===== src/rtl/square_pkg.sv =====
// Shared constants, position type, FSM states and per-axis helpers for the square mover.
// Build option: define SQUARE_COLLISION_EN to add the CHECK overlap-scan state.
package square_pkg;

  localparam logic [9:0] X_MAX       = 10'd640;
  localparam logic [9:0] Y_MAX       = 10'd480;
  localparam logic [9:0] SQUARE_SIZE = 10'd30;
  localparam logic [9:0] CHANGES     = 10'd5;
  localparam logic [9:0] X_LIM       = X_MAX - SQUARE_SIZE;
  localparam logic [9:0] Y_LIM       = Y_MAX - SQUARE_SIZE;

  typedef struct packed {
    logic [9:0] y;
    logic [9:0] x;
  } pos_t;

  typedef enum logic [2:0] {
    ST_IDLE    = 3'd0,
    ST_LOAD    = 3'd1,
    ST_COMPUTE = 3'd2,
`ifdef SQUARE_COLLISION_EN
    ST_CHECK   = 3'd4,
`endif
    ST_WRITE   = 3'd3
  } state_t;

  // dec pulls toward 0, inc pulls toward lim; both or neither leaves the axis alone
  function automatic logic [9:0] axis_step(input logic [9:0] v, input logic dec,
                                           input logic inc, input logic [9:0] lim);
    logic [9:0] r;
    case ({dec, inc})
      2'b10:   r = (v > CHANGES) ? (v - CHANGES) : 10'd0;
      2'b01:   r = (v < (lim - CHANGES)) ? (v + CHANGES) : lim;
      default: r = v;
    endcase
    return r;
  endfunction

  function automatic pos_t init_pos(input int i);
    pos_t p;
    p.y = 10'(32'd20 + 32'd40 * (i / 32'd16));
    p.x = 10'(32'd20 + 32'd35 * (i % 32'd16));
    return p;
  endfunction

  function automatic logic [9:0] abs_diff(input logic [9:0] a, input logic [9:0] b);
    return (a > b) ? (a - b) : (b - a);
  endfunction

  function automatic logic overlap(input pos_t a, input pos_t b);
    return (abs_diff(a.x, b.x) < SQUARE_SIZE) && (abs_diff(a.y, b.y) < SQUARE_SIZE);
  endfunction

endpackage


===== src/rtl/square_step_clamp.sv =====
// Combinational one-frame step of a square position with clamping to the display area.
module square_step_clamp
  import square_pkg::*;
(
  input  pos_t cur,
  input  logic up,
  input  logic left,
  input  logic down,
  input  logic right,
  output pos_t nxt
);

  assign nxt.x = axis_step(cur.x, left, right, X_LIM);
  assign nxt.y = axis_step(cur.y, up, down, Y_LIM);

endmodule


===== src/rtl/square_move_scheduler.sv =====
// Position table for NUM_SQUARES squares sharing one step/clamp datapath, one move per frame.
// Build option: SQUARE_COLLISION_EN inserts an overlap scan before the table write.
module square_move_scheduler
  import square_pkg::*;
#(
  parameter int NUM_SQUARES = 17,
  parameter int IDX_W       = 5
) (
  input  logic             clk,
  input  logic             reset,
  input  logic             refresh_tick,
  input  logic             btnU,
  input  logic             btnL,
  input  logic             btnD,
  input  logic             btnR,
  input  logic             btn_sel,
  input  logic [IDX_W-1:0] rd_idx,
  output logic [19:0]      rd_pos,
  output logic [IDX_W-1:0] active_idx,
  output logic             busy,
  output logic             upd_valid,
  output logic [IDX_W-1:0] upd_idx,
  output logic [19:0]      upd_pos
);

  localparam logic [IDX_W-1:0] LAST_IDX    = IDX_W'(NUM_SQUARES - 1);
  localparam logic [IDX_W-1:0] IDX_ONE     = {{(IDX_W-1){1'b0}}, 1'b1};
  localparam logic [IDX_W:0]   NUM_ENTRIES = (IDX_W+1)'(NUM_SQUARES);

  state_t           state_r;
  state_t           state_nxt_s;
  pos_t             table_r [NUM_SQUARES];
  logic [IDX_W-1:0] active_idx_r;
  logic             sel_prev_r;
  logic [3:0]       dir_r;
  pos_t             cur_r;
  pos_t             nxt_r;
  pos_t             step_s;
  logic             upd_valid_r;
  logic [IDX_W-1:0] upd_idx_r;
  pos_t             upd_pos_r;
  logic             sel_rise_s;
  logic             dir_any_s;
`ifdef SQUARE_COLLISION_EN
  logic [IDX_W-1:0] scan_j_r;
  logic             hit_r;
  logic             hit_now_s;
`endif

  assign sel_rise_s = btn_sel & ~sel_prev_r;
  assign dir_any_s  = btnU | btnL | btnD | btnR;

  square_step_clamp u_step (
    .cur   (cur_r),
    .up    (dir_r[3]),
    .left  (dir_r[2]),
    .down  (dir_r[1]),
    .right (dir_r[0]),
    .nxt   (step_s)
  );

`ifdef SQUARE_COLLISION_EN
  // Overlap test of the candidate position against the entry currently being scanned
  always_comb begin
    hit_now_s = 1'b0;
    if (scan_j_r != active_idx_r) begin
      hit_now_s = overlap(nxt_r, table_r[scan_j_r]);
    end else begin
      hit_now_s = 1'b0;
    end
  end
`endif

  // FSM state register
  always_ff @(posedge clk or posedge reset) begin
    if (reset) begin
      state_r <= ST_IDLE;
    end else begin
      state_r <= state_nxt_s;
    end
  end

  // FSM next-state: a select rising edge consumes the frame, so no move starts with it
  always_comb begin
    state_nxt_s = state_r;
    case (state_r)
      ST_IDLE: begin
        if (refresh_tick && !sel_rise_s && dir_any_s) begin
          state_nxt_s = ST_LOAD;
        end else begin
          state_nxt_s = ST_IDLE;
        end
      end
      ST_LOAD:    state_nxt_s = ST_COMPUTE;
`ifdef SQUARE_COLLISION_EN
      ST_COMPUTE: state_nxt_s = ST_CHECK;
      ST_CHECK: begin
        if (scan_j_r == LAST_IDX) begin
          state_nxt_s = (hit_r || hit_now_s) ? ST_IDLE : ST_WRITE;
        end else begin
          state_nxt_s = ST_CHECK;
        end
      end
`else
      ST_COMPUTE: state_nxt_s = ST_WRITE;
`endif
      ST_WRITE:   state_nxt_s = ST_IDLE;
      default:    state_nxt_s = ST_IDLE;
    endcase
  end

  // Table, frame snapshot and load/compute/write datapath; reset abandons any in-flight move
  always_ff @(posedge clk or posedge reset) begin
    if (reset) begin
      for (int i = 0; i < NUM_SQUARES; i++) begin
        table_r[i] <= init_pos(i);
      end
      active_idx_r <= {IDX_W{1'b0}};
      sel_prev_r   <= 1'b0;
      dir_r        <= 4'd0;
      cur_r        <= 20'd0;
      nxt_r        <= 20'd0;
      upd_valid_r  <= 1'b0;
      upd_idx_r    <= {IDX_W{1'b0}};
      upd_pos_r    <= 20'd0;
`ifdef SQUARE_COLLISION_EN
      scan_j_r     <= {IDX_W{1'b0}};
      hit_r        <= 1'b0;
`endif
    end else begin
      upd_valid_r <= 1'b0;
      case (state_r)
        ST_IDLE: begin
          if (refresh_tick) begin
            sel_prev_r <= btn_sel;
            dir_r      <= {btnU, btnL, btnD, btnR};
            if (sel_rise_s) begin
              active_idx_r <= (active_idx_r == LAST_IDX) ? {IDX_W{1'b0}} : (active_idx_r + IDX_ONE);
            end
          end
        end
        ST_LOAD: cur_r <= table_r[active_idx_r];
        ST_COMPUTE: begin
          nxt_r <= step_s;
`ifdef SQUARE_COLLISION_EN
          scan_j_r <= {IDX_W{1'b0}};
          hit_r    <= 1'b0;
`endif
        end
`ifdef SQUARE_COLLISION_EN
        ST_CHECK: begin
          scan_j_r <= scan_j_r + IDX_ONE;
          if (hit_now_s) begin
            hit_r <= 1'b1;
          end
        end
`endif
        ST_WRITE: begin
          table_r[active_idx_r] <= nxt_r;
          upd_valid_r           <= 1'b1;
          upd_idx_r             <= active_idx_r;
          upd_pos_r             <= nxt_r;
        end
        default: begin
          upd_valid_r <= 1'b0;
        end
      endcase
    end
  end

  assign rd_pos     = ({1'b0, rd_idx} < NUM_ENTRIES) ? table_r[rd_idx] : 20'd0;
  assign active_idx = active_idx_r;
  assign busy       = (state_r != ST_IDLE);
  assign upd_valid  = upd_valid_r;
  assign upd_idx    = upd_idx_r;
  assign upd_pos    = upd_pos_r;

endmodule

===== config.mk =====
export PLATFORM = sky130hd
export DESIGN_NAME = square_move_scheduler
export DESIGN_NICKNAME = d
export VERILOG_FILES = /design/src/rtl/square_pkg.sv /design/src/rtl/square_step_clamp.sv /design/src/rtl/square_move_scheduler.sv
export SDC_FILE = /design/constraint.sdc
export NUM_CORES = 1
export LEC_CHECK = 0
export CORE_AREA = 2 2 171 340
export DETAILED_ROUTE_END_ITERATION = 16
export DIE_AREA = 0 0 173 342
export PLACE_DENSITY_LB_ADDON = 0.12
export SETUP_SLACK_MARGIN = 0.05
export SYNTH_ARGS = -nofsm -noshare
export SYNTH_HDL_FRONTEND = slang
export SYNTH_SLANG_ARGS = --single-unit
export TNS_END_PERCENT = 100

===== constraint.sdc =====
create_clock -name clk -period 15.2 [get_ports clk]
set_input_delay 3.04 -clock clk [delete_from_list [all_inputs] [get_ports clk]]
set_output_delay 3.04 -clock clk [all_outputs]
set_load 0.1 [all_outputs]

==> results of run 1 <==
==> worst max-delay path, delay by kind of cell <==
kind	cells	cell delay, ns
multiplexers	2	0.75
buffers and inverters	3	2.31
AND/OR/NAND/NOR	1	0.07
AO/OA/AOI/OAI	2	0.29
==> registers in the layout (all words and copies together) (netlist names) <==
| name | cells |
|---|---|
| upd_pos | 20 |
| nxt_r | 20 |
| dir_r | 4 |
| sel_prev_r | 1 |
| cur_r | 20 |
| table_r | 340 |
| upd_idx | 5 |
| state_r | 2 |
| active_idx | 5 |
| upd_valid | 1 |
==> metrics by stage <==
step	util, %	instances	hold slack, ns	worst slack (ns)	power [uW]
2_1_floorplan	-	1642	0.470	0.711	3680
3_3_place_gp	41.5	2328	0.467	5.58	4270
3_5_place_dp	41.5	2328	0.474	5.56	4330
4_1_cts	44.0	2406	0.487	5.54	5430
5_1_grt	44.0	2406	0.502	5.37	5680
6_report	44.0	2409	0.481	5.64	5390
==> power groups by stage <==
stage	Sequential [uW]	Clock (uW)	Combinational (uW)
2_1_floorplan	2070	0	1610
3_3_place_gp	2100	0	2160
3_5_place_dp	2130	0	2200
4_1_cts	2120	1110	2210
5_1_grt	2190	1150	2340
6_report	2130	1070	2190
==> cell usage in the layout, fill, tap and decap left out, types with 8 or more instances in the layout <==
master	count
mux2_2	203
clkdlybuf4s50_1	61
o21ai_1	28
o2111ai_1	19
nor2_1	63
mux2_1	184
ha_1	16
nand2_1	49
dfrtp_1	303
dfstp_2	112
a221oi_1	18
a21oi_1	43
o21a_1	20
clkinv_2	9
mux2i_1	76
o21ai_0	25
mux4_2	144
a31oi_1	8
nand3_1	15
or3_1	9
clkbuf_8	9
clkbuf_1	13
clkbuf_16	45
inv_1	17
xnor2_1	8
buf_4	34
==> worst min-delay path by stage <==
| stage | endpoint | slack [ns] |
|---|---|---|
| final | upd_pos[1] | 0.48 |
| after floorplan | table_r[80] | 0.47 |
| after detailed placement | upd_pos[0] | 0.47 |
| after global placement | upd_pos[16] | 0.47 |
| after CTS | upd_pos[0] | 0.49 |
| after global routing | upd_pos[5] | 0.50 |
==> layout make-up <==
type / count / area [um2]
Tap cell: 756 / 946
Multi-Input combinational cell: 1036 / 11000
Sequential cell: 418 / 10600
Clock buffer: 67 / 1300
Inverter: 20 / 82.6
Timing Repair Buffer: 98 / 902
Antenna cell: 3 / 7.51
Fill cell: 5254 / 31800
Clock inverter: 11 / 105
==> kinds of logic (layout without fill, tap and decap cells) <==
logic type / Yosys count / in the layout / synth area share [%]
multiplexers: 607 / 607 / 37.4
adder cells (fa/ha/maj): 18 / 18 / 1.01
AO/OA/AOI/OAI: 207 / 207 / 6.30
AND/OR/NAND/NOR: 191 / 191 / 4.11
flip-flops: 418 / 418 / 47.4
buffers and inverters: 188 / 196 / 3.31
other: 0 / 3 / 0
XOR/XNOR: 13 / 13 / 0.509
==> per-layer routing <==
| metal | global-route usage (%) | up-vias | routed length [um] |
|---|---|---|---|
| li1 | - | 6156 | - |
| met1 | 29.9 | 7816 | 28200 |
| met2 | 38.6 | 455 | 33000 |
| met3 | 2.32 | 125 | 2710 |
| met4 | 8.00 | 0 | 2290 |
| met5 | 0 | - | 0 |
==> flow_summary_export.csv, run 1 <==
group,metric,value,unit
clocking,hold_buffers,0,
timing,fmax,0.105,GHz
yosys,async_flop_share,100,%
critical_path,r2r_slack,11.75,ns
timing,fin_crit_sh,62.9,%
clocking,postCtsSetupRepairBufs,0,
pwr,netSwitchingFraction,40.8,%
hold_path,hold-path-cell-count,1,
yosys,ys_top_cells_by_area,"dfrtp_1 34%, mux4_2 14%, dfstp_2 13%, mux2_2 10%, mux2_1 9.3%",
global_route,track_usage,22.6,%
route,drc,0,
yosys,synth_most_common_cell,"dfrtp_1",
clocking,h-tree-depth,2,
route,drt_iter0_markers,968,
pwr,power_switching,2200,uW
pwr,seqPwrFrac,39.5,%
yosys,synth_top_cell_area_share,34.2,%
cells_and_area,area_growth,11.7,%
die,fp.coreArea,56800,um2
timing,drv_slew,0,
clocking,clk_pin_slew_worst_paths,0.06,ns
timing,rsz0062_at_grt,"false",
die,die-area,59200,um2
clocking,clock-sinks,418,
place,placed_cell_area,23600,um2
critical_path,reg2reg_from,"active_idx[2]",
route,via_per_inst,6.04,
global_route,grt.overflow.total,0,
clocking,cts-buffers-inserted,42,
timing,slew-limit-headroom,32.9,%
route,wl_per_cell,27.5,um
hold_path,min_from,"upd_pos[1]",
die,initial_core_util,39.4,%
place,dpl.hpwl,39.4,mm
critical_path,regToRegEndpoint,"table_r[225]",
timing,hold_violations,0,
clocking,clock_latency,0.56,ns
yosys,syn_nets,1673,
critical_path,crit_start,"rd_idx[0]",
cells_and_area,design_area,25000,um2
pwr,p_int,3190,uW
timing,skew,0.00861,ns
clocking,cts_tree,"yes",
yosys,ys_seq_elements,418,
critical_path,cp_slowest_stage_delay,1.03,ns
yosys,synthTopCellsByCount,"306 x dfrtp_1, 203 x mux2_2, 184 x mux2_1",
clocking,cts_resized,0,
clocking,root_buffer,"clkbuf_16",
route,ant_nets,0,
cells_and_area,fin_nets,1647,
critical_path,worstPathRequired,12.16,ns
critical_path,critPathArrivalTime,6.52,ns
route,routed_wirelength,66.2,mm
critical_path,cp-start-kind,"input port",
pwr,clockPowerShare,19.9,%
critical_path,cp_max_fo,42,
global_route,grt_pass1_vias,15300,
global_route,grt_antenna_before_repair,0,
yosys,yosysWarnings,0,
hold_path,hold_path.class,"reg -> reg",
yosys,synth_area,22400,um2
timing,tightest_slew,1.00,ns
timing,period_needed,9.56,ns
global_route,grt_start_max_net_pins,182,
pwr,ir_drop,0.134,mV
yosys,synthCells,1642,
pwr,powerDensity,216,nW/um2
timing,finalSetupViolations,0,
place,gp_congestion,0.798,
clocking,max-clock-path-buffers,3,
run_status,status,"finished clean",
pwr,leakagePower,0.0106,uW
die,num_rows,124,
yosys,syn_avg_cell_area,13.6,um2
critical_path,rr_worst_depth,5,
critical_path,worstSetupEndpoint,"rd_pos[18]",
yosys,seq_area_frac_synth,47.4,%
critical_path,crit_chain,"buf_6 > buf_4 > mux4_2 > mux2i_1 > nor2_1 > a21oi_1 > o21ai_1 > clkdlybuf4s50_1",
die,io_pins,65,
place,place.port_buffers,64,
job,drv_cap,0,
cells_and_area,drive_gt1_share,35.0,%
route,num_vias,14600,
yosys,ys.flop_type,"dfrtp_1",
yosys,synth_top_cell_by_area,"dfrtp_1",
critical_path,critical_path.slowest_cell,"clkdlybuf4s50_1",
die,die_w,173,um
critical_path,criticalPathCategory,"in -> out",
route,drt-pass1-iter-count,5,
yosys,synthDistinctLibCells,63,
global_route,grt_pass1_wl,100,mm
pwr,pwr-share-comb,40.6,%
timing,tns,0,ns
die,die_h,342,um
critical_path,cp-end-kind,"output port",
yosys,synth_edf_count,0,
Note: power is estimated with default switching activity, not from simulation.
==> run 2: changes to the inputs <==
==> constraint.sdc (replaced) <==
create_clock -name clk -period 9.8 [get_ports clk]
set_input_delay 1.96 -clock clk [delete_from_list [all_inputs] [get_ports clk]]
set_output_delay 1.96 -clock clk [all_outputs]
set_load 0.1 [all_outputs]
==> run 2 against run 1 <==
  * Die area unchanged
  * Power up 58%
  * Combinational power up 56%
  * Sequential power up 54%
  * Via count down 0.26%
  * Design area up 0.64%
  * Non-clock buffer count up 6
  * Register-to-register slack worse by 5.2 ns
  * Clock power up 67%
  * Clock-buffer cell count down 1
  * Critical endpoint is now rd_pos[15]
  * Highest routed layer unchanged
==> flow_summary_export.csv, run 2 (same netlist as run 1, synthesis figures left out) <==
group,metric,value,unit
run_status,status,"finished clean",
timing,hold_violations,0,
clocking,postCtsSetupRepairBufs,0,
cells_and_area,antenna_cells,0,
job,drv_cap,0,
global_route,grt_antenna_before_repair,0,
critical_path,worstPathRequired,7.84,ns
pwr,clockPowerShare,21.1,%
timing,tightest_slew,1.03,ns
clocking,cts-buffers-inserted,42,
pwr,netSwitchingFraction,40.3,%
timing,tns,0,ns
timing,fmax,0.140,GHz
critical_path,crit_chain,"buf_4 > buf_4 > nor4_1 > and2_1 > buf_4 > a21oi_1 > o21ai_1 > clkdlybuf4s50_1",
clocking,clock_latency,0.58,ns
critical_path,r2r_slack,6.56,ns
die,die-area,59200,um2
pwr,powerDensity,338,nW/um2
global_route,grt_pass1_vias,15300,
pwr,pwr-share-comb,40.2,%
critical_path,critical_path.slowest_cell,"clkdlybuf4s50_1",
place,dpl.hpwl,40.3,mm
global_route,grt_start_max_net_pins,160,
die,num_rows,124,
timing,drv_slew,0,
route,routed_wirelength,67.0,mm
cells_and_area,final_cell_mix,"303 x dfrtp_1, 203 x mux2_2, 184 x mux2_1",
place,gp_congestion,0.822,
route,drc,0,
die,die_h,342,um
critical_path,path_common_cell,"buf_4",
timing,skew,0.0189,ns
critical_path,rr_worst_depth,5,
pwr,ir_drop,0.241,mV
critical_path,cp_max_fo,45,
critical_path,cp_slowest_stage_delay,1.02,ns
critical_path,regToRegEndpoint,"table_r[285]",
hold_path,min_to,"upd_pos[1]",
timing,hold_ws,0.484,ns
critical_path,cp_top_family,"buffers and inverters",
die,fp.coreArea,56800,um2
timing,slew-limit-headroom,31.4,%
cells_and_area,finalNonFillerCells,2412,
hold_path,hold-path-cell-count,1,
critical_path,cp-start-kind,"input port",
hold_path,hold_path.class,"reg -> reg",
timing,rsz0062_at_grt,"false",
die,initial_core_util,39.4,%
die,die_w,173,um
cells_and_area,regMostFlops,"table_r",
clocking,max-clock-path-buffers,3,
pwr,leakagePower,0.0106,uW
critical_path,cp_num_buf_inv,4,
cells_and_area,largest_reg_flops,340,
pwr,power_switching,3420,uW
critical_path,critPathArrivalTime,5.17,ns
clocking,clk_pin_slew_worst_paths,0.06,ns
route,ant_nets,0,
pwr,p_int,5070,uW
global_route,grt.overflow.total,0,
cells_and_area,final_common_cell,"dfrtp_1",
timing,finalSetupViolations,0,
clocking,cts_resized,0,
hold_path,min_from,"upd_pos[1]",
clocking,hold_buffers,0,
route,drt_iter0_markers,1067,
cells_and_area,fin_nets,1653,
timing,period_needed,7.13,ns
pwr,seqPwrFrac,38.7,%
route,num_vias,14500,
place,placed_cell_area,23600,um2
critical_path,criticalPathCategory,"in -> out",
critical_path,reg2reg_from,"active_idx[1]",
clocking,clock-sinks,418,
die,io_pins,65,
place,placedCellCount,2334,
global_route,grt_pass1_wl,102,mm
route,via_per_inst,6.02,
clocking,h-tree-depth,2,
cells_and_area,drive_gt1_share,35.5,%
clocking,root_buffer,"clkbuf_16",
clocking,cts_tree,"yes",
global_route,track_usage,22.8,%
cells_and_area,design_area,25200,um2
timing,fin_crit_sh,72.8,%
cells_and_area,post-route-util,44.3,%
cells_and_area,area_growth,12.4,%
route,drt-pass1-iter-count,5,
critical_path,cp-end-kind,"output port",
route,wl_per_cell,27.8,um
place,place.port_buffers,64,
==> run 2: changes by cell type in the layout (fill, tap and decap cells not counted), moves of 3 or more <==
cell / before / now
buf_4: 34 / 40
bufinv_16: 2 / 5
clkbuf_1: 13 / 8
clkbuf_8: 9 / 12
clkinv_2: 9 / 6
diode_2: 3 / 0
==> run 2: layout make-up <==
| type | count | area, um2 |
|---|---|---|
| repair buffers | 104 | 947 |
| inverters | 20 | 78.8 |
| fillers | 5215 | 31600 |
| flip-flops and latches | 418 | 10600 |
| multi-input cells | 1036 | 11000 |
| well taps | 756 | 946 |
| clock buffers | 66 | 1350 |
| clock inverters | 12 | 189 |
==> run 2: worst max path at each step <==
| stage | cells after the start | endpoint | start | slack, ns |
|---|---|---|---|---|
| 6_report | 8 | rd_pos[15] | rd_idx[1] | 2.67 |
| 3_5_place_dp | 8 | rd_pos[15] | rd_idx[0] | 2.65 |
| 5_1_grt | 8 | rd_pos[15] | rd_idx[0] | 2.45 |
| 3_3_place_gp | 8 | rd_pos[15] | rd_idx[0] | 2.65 |
| 4_1_cts | 8 | rd_pos[15] | rd_idx[0] | 2.65 |
| 2_1_floorplan | 1 | active_idx[0] | reset | 2.29 |
==> run 2: metal layers <==
| layer | routed length, um | vias up | track usage, % |
|---|---|---|---|
| met2 | 33600 | 432 | 39.0 |
| met4 | 2190 | 0 | 7.73 |
| met1 | 28200 | 7789 | 30.0 |
| met5 | 0 | - | 0 |
| met3 | 3000 | 123 | 3.13 |
| li1 | - | 6170 | - |
==> run 2: power groups by stage <==
stage / registers, uW / logic [uW] / clock network, uW
after floorplan: 3220 / 2490 / 0
after global placement: 3250 / 3380 / 0
after detailed placement: 3300 / 3430 / 0
after CTS: 3270 / 3440 / 1840
after global routing: 3400 / 3660 / 1910
final: 3280 / 3420 / 1790
==> run 2: metrics by stage <==
| step | setup WS, ns | power [uW] |
|---|---|---|
| floorplan | 2.29 | 5710 |
| global placement | 2.65 | 6630 |
| detailed placement | 2.65 | 6730 |
| CTS | 2.65 | 8560 |
| global route | 2.45 | 8960 |
| finish | 2.67 | 8490 |
==> run 2: worst reg2reg max path: cells and delay by family, from the launching register on <==
family,cells,cell delay (ns)
adders and majority gates,1,0.37
and+or+nand+nor,1,0.62
DFF,1,0.54
muxes,1,0.35
buffers and inverters,2,1.24
==> run 3: changes to the inputs <==
==> constraint.sdc (replaced) <==
create_clock -name clk -period 7.4 [get_ports clk]
set_input_delay 1.48 -clock clk [delete_from_list [all_inputs] [get_ports clk]]
set_output_delay 1.48 -clock clk [all_outputs]
set_load 0.1 [all_outputs]
==> run 3 against run 2 <==
  * Register-to-register slack got worse by 2.6 ns
  * Critical path depth unchanged
  * Power increased by 32%
  * Non-clock buffer count decreased by 6
  * Global-route usage about the same
  * Largest cell class unchanged
==> flow_summary_export.csv, run 3 (same netlist as run 1, synthesis figures left out) <==
group,metric,value,unit
timing,fmax,0.185,GHz
timing,hold_violations,0,
critical_path,reg2reg_from,"active_idx[1]",
clocking,root_buffer,"clkbuf_16",
pwr,powerDensity,448,nW/um2
route,drc,0,
cells_and_area,final_common_cell,"dfrtp_1",
timing,fin_ws,1.98,ns
timing,period_needed,5.42,ns
route,num_vias,14400,
route,via_per_inst,5.98,
pwr,power,11200,uW
global_route,grt_pass1_wl,101,mm
timing,drv_slew,0,
clocking,h-tree-depth,2,
critical_path,crit_start,"rd_idx[1]",
clocking,postCtsSetupRepairBufs,0,
route,routed_wirelength,66.6,mm
pwr,leakagePower,0.0106,uW
global_route,grt.overflow.total,0,
global_route,grt_antenna_before_repair,0,
timing,fin_crit_sh,73.2,%
critical_path,critPathArrivalTime,3.94,ns
die,die_h,342,um
die,fp.coreArea,56800,um2
global_route,track_usage,22.8,%
place,preCtsSetupSlack,1.95,ns
pwr,ir_drop,0.282,mV
timing,finalSetupViolations,0,
cells_and_area,drive_gt1_share,36.6,%
die,die_w,173,um
place,place.port_buffers,64,
cells_and_area,antenna_cells,0,
hold_path,hold_path.class,"reg -> reg",
die,die-area,59200,um2
cells_and_area,post-route-util,44.1,%
hold_path,min_from,"upd_pos[15]",
route,ant_nets,0,
pwr,clockPowerShare,21.0,%
critical_path,criticalPathCategory,"in -> out",
global_route,top_usage_layer,"met2",
cells_and_area,finalNonFillerCells,2408,
clocking,clock_latency,0.57,ns
run_status,status,"finished clean",
die,num_rows,124,
critical_path,r2r_slack,3.96,ns
timing,tns,0,ns
clocking,clk_pin_slew_worst_paths,0.06,ns
critical_path,cp_max_fo,56,
clocking,hold_buffers,0,
clocking,cts-buffers-inserted,43,
cells_and_area,area_growth,12.0,%
place,placedCellCount,2328,
global_route,grt_start_max_net_pins,178,
pwr,p_int,6680,uW
clocking,cts_tree,"yes",
global_route,grt_use_met1,31.1,%
die,initial_core_util,39.4,%
timing,slew-limit-headroom,20.3,%
pwr,pwr-share-comb,40.3,%
critical_path,cp-end-kind,"output port",
route,drt-pass1-iter-count,6,
global_route,grt_pass1_vias,15200,
job,drv_cap,0,
timing,tightest_slew,1.20,ns
place,dpl.hpwl,39.2,mm
place,gp_congestion,0.818,
die,io_pins,65,
route,wl_per_cell,27.7,um
pwr,netSwitchingFraction,40.5,%
global_route,use_met3,3.54,%
pwr,power_switching,4540,uW
route,drt_iter0_markers,1155,
global_route,grtUsageMet2,37.4,%
cells_and_area,regMostFlops,"table_r",
clocking,cts_resized,0,
timing,skew,0.0172,ns
pwr,seqPwrFrac,38.7,%
cells_and_area,fin_nets,1648,
clocking,clock-sinks,418,
critical_path,cp-start-kind,"input port",
critical_path,worstPathRequired,5.92,ns
clocking,max-clock-path-buffers,3,
cells_and_area,final_cell_mix,"303 x dfrtp_1, 203 x mux2_2, 184 x mux2_1",
cells_and_area,largest_reg_flops,340,
timing,rsz0062_at_grt,"false",
==> run 3: power groups by stage <==
stage / logic (uW) / registers (uW) / clock network [uW]
4_1_cts: 4560 / 4330 / 2420
3_3_place_gp: 4470 / 4300 / 0
5_1_grt: 4850 / 4490 / 2510
6_report: 4520 / 4350 / 2360
3_5_place_dp: 4540 / 4370 / 0
2_1_floorplan: 3300 / 4260 / 0
==> run 3: final timing paths <==
path | to | cells past startpoint
min in group asynchronous | upd_pos[1] | 2
worst min-delay path | upd_pos[15] | 1
worst max-delay path | rd_pos[3] | 8
max in group asynchronous | table_r[155] | 3
worst min register to register | upd_pos[15] | 1
worst max register to register | cur_r[16] | 6
==> run 3: layout make-up <==
| class | count | area (um2) |
|---|---|---|
| multi-input combinational | 1036 | 11000 |
| clock inverter | 16 | 258 |
| clock buffer | 64 | 1260 |
| fill | 5200 | 31700 |
| tap | 756 | 946 |
| sequential | 418 | 10600 |
| inverter | 20 | 78.8 |
| timing repair buffer | 98 | 865 |
==> run 3: metal layers <==
layer	part of all wire (%)	wire length, um
met5	0	0
met4	3.3	2190
met3	5.1	3420
met2	48	32200
met1	43	28800
==> run 3: per-stage QoR <==
| step | cell area, um2 | hold WS (ns) |
|---|---|---|
| 4_1_cts | 25100 | 0.491 |
| 3_3_place_gp | 23500 | 0.467 |
| 3_5_place_dp | 23500 | 0.476 |
| 6_report | 25100 | 0.487 |
| 5_1_grt | 25100 | 0.505 |
| 2_1_floorplan | 22400 | 0.470 |
==> run 3: critical path, stage by stage <==
cell     delay [ns]
buf_4          0.71
buf_4          0.53
mux4_2         0.37
mux2i_1        0.15
nor2_1         0.06
a21oi_1        0.17
o21ai_1        0.12
buf_4          0.28
==> edit (config.mk and constraints of run 3) <==
One comparison of `active_idx_r` changes from == to >=.
--- a/src/rtl/square_move_scheduler.sv
+++ b/src/rtl/square_move_scheduler.sv
@@ -137,3 +137,3 @@
             if (sel_rise_s) begin
-              active_idx_r <= (active_idx_r == LAST_IDX) ? {IDX_W{1'b0}} : (active_idx_r + IDX_ONE);
+              active_idx_r <= (active_idx_r >= LAST_IDX) ? {IDX_W{1'b0}} : (active_idx_r + IDX_ONE);
             end
Function: same outputs for any inputs over 4 cycles, from zero or initial values and one cycle with reset high; that may be too few to reach the edited logic, so the function may still have changed.
==> edit against run 3 <==
Sequential cell count unchanged. Clock skew increased by 0.014 ns. Total power decreased by 8.1%. Cell area decreased by 0.55%. Non-clock buffer count increased by 4. Largest power group is now sequential cells. Worst setup slack got worse by 0.78 ns. Critical path depth decreased by 1. Area after synthesis decreased by 0.14%. Combinational power decreased by 10%. Final cell count increased by 3.9%. Routed wire length increased by 11%.
==> edit: results (changes against run 3) <==
Detailed routing
  • Drt first pass iters: 7 (was 6)
  • Iteration-0 DRC count of the detailed router: 1133 (was 1155)
  • Routed WL: 73.7 mm (was 66.6 mm)
  • DR vias: 15100 (was 14400)

Cells and area
  • Final instance area: 24900 um2 (was 25100 um2)
  • Fill cell count: 5289 (was 5200)

Outcome
  • Outcome: complete, no violations (unchanged)

Yosys
  • XOR/XNOR share of the synthesized area: 0.00353 (was 0.00509)
  • Syn Inst Count: 1733 (was 1642)
  • Mapped Nets: 1764 (was 1673)
  • Post-synthesis sequential area ratio: 0.475 (was 0.474)
  • List of most frequent post-synthesis cells: mux2_2 (433), dfrtp_1 (306), clkbuf_1 (130) (was dfrtp_1 (306), mux2_2 (203), mux2_1 (184))
  • Top post-synthesis cells by area: dfrtp_1 (34%), mux2_2 (22%), dfstp_2 (13%) (was dfrtp_1 (34%), mux4_2 (14%), dfstp_2 (13%))

Pwr
  • Peak supply drop: 0.308 mV (was 0.282 mV)
  • Leak: 10.7 nW (was 10.6 nW)

Placed design
  • Final HPWL DP: 46.8 mm (was 39.2 mm)
  • Place WS: 1.20 ns (was 1.95 ns)
  • Placed cells: 2425 (was 2328)
  • Placed cell area: 23600 um2 (was 23500 um2)

STA
  • Worst Tran Pin Value: 1.35 ns (was 1.20 ns)

Worst setup path
  • FF-to-FF path depth: 5 (was 6)
  • Arrival time worst endpoint: 4.72 ns (was 3.94 ns)
  • Slowest cell on crit path: clkdlybuf4s50_1 (was buf_4)
  • Worst reg2reg startpoint: active_idx[4] (was active_idx[1])

Global route
  • First-pass GRT wire length: 109 mm (was 101 mm)
  • Largest net degree at the start of global routing: 177 (was 178)
  • Initial antenna violation count: 3 (was 0)
edit: layer usage:
layer | track usage | part of all wire | vias to the layer above
li1 | - | - | 6478
met1 | 0.298 | 0.39 | 7931
met2 | 0.439 | 0.51 | 538
met3 | 0.0311 | 0.045 | 196
met4 | 0.122 | 0.055 | 0
met5 | 0 | 0 | -
edit: kinds of logic after synthesis:
| logic type | Yosys count |
|---|---|
| buf+inv | 187 |
| simple gates | 225 |
| xor+xnor | 9 |
| flops | 418 |
| fa+ha+maj | 18 |
| compound gates | 260 |
| mux | 616 |
edit: power by group:
part / total [mW] / switching (mW) / internal, mW
Combinational: 4.07 / 2.43 / 1.64
Clock: 2.14 / 0.934 / 1.21
Sequential: 4.10 / 1.07 / 3.03
edit: layout make-up:
| cell class | instances | area [um2] | share of cell area |
|---|---|---|---|
| inverter | 21 | 82.6 | 0.00331 |
| timing repair buffer | 102 | 917 | 0.0368 |
| sequential | 418 | 10600 | 0.426 |
| multi-input combinational | 1128 | 11000 | 0.442 |
| tap | 756 | 946 | 0.0380 |
| clock buffer | 66 | 1260 | 0.0507 |
| clock inverter | 12 | 93.8 | 0.00377 |
edit: worst max path at each step:
stage | depth (start not counted) | end | slack [ns] | startpoint
2_1_floorplan | 1 | active_idx[0] | 0.37 | reset
3_3_place_gp | 7 | rd_pos[15] | 1.23 | rd_idx[3]
3_5_place_dp | 7 | rd_pos[15] | 1.20 | rd_idx[3]
6_report | 7 | rd_pos[15] | 1.20 | rd_idx[3]
5_1_grt | 7 | rd_pos[15] | 1.08 | rd_idx[3]
4_1_cts | 7 | rd_pos[15] | 1.19 | rd_idx[3]
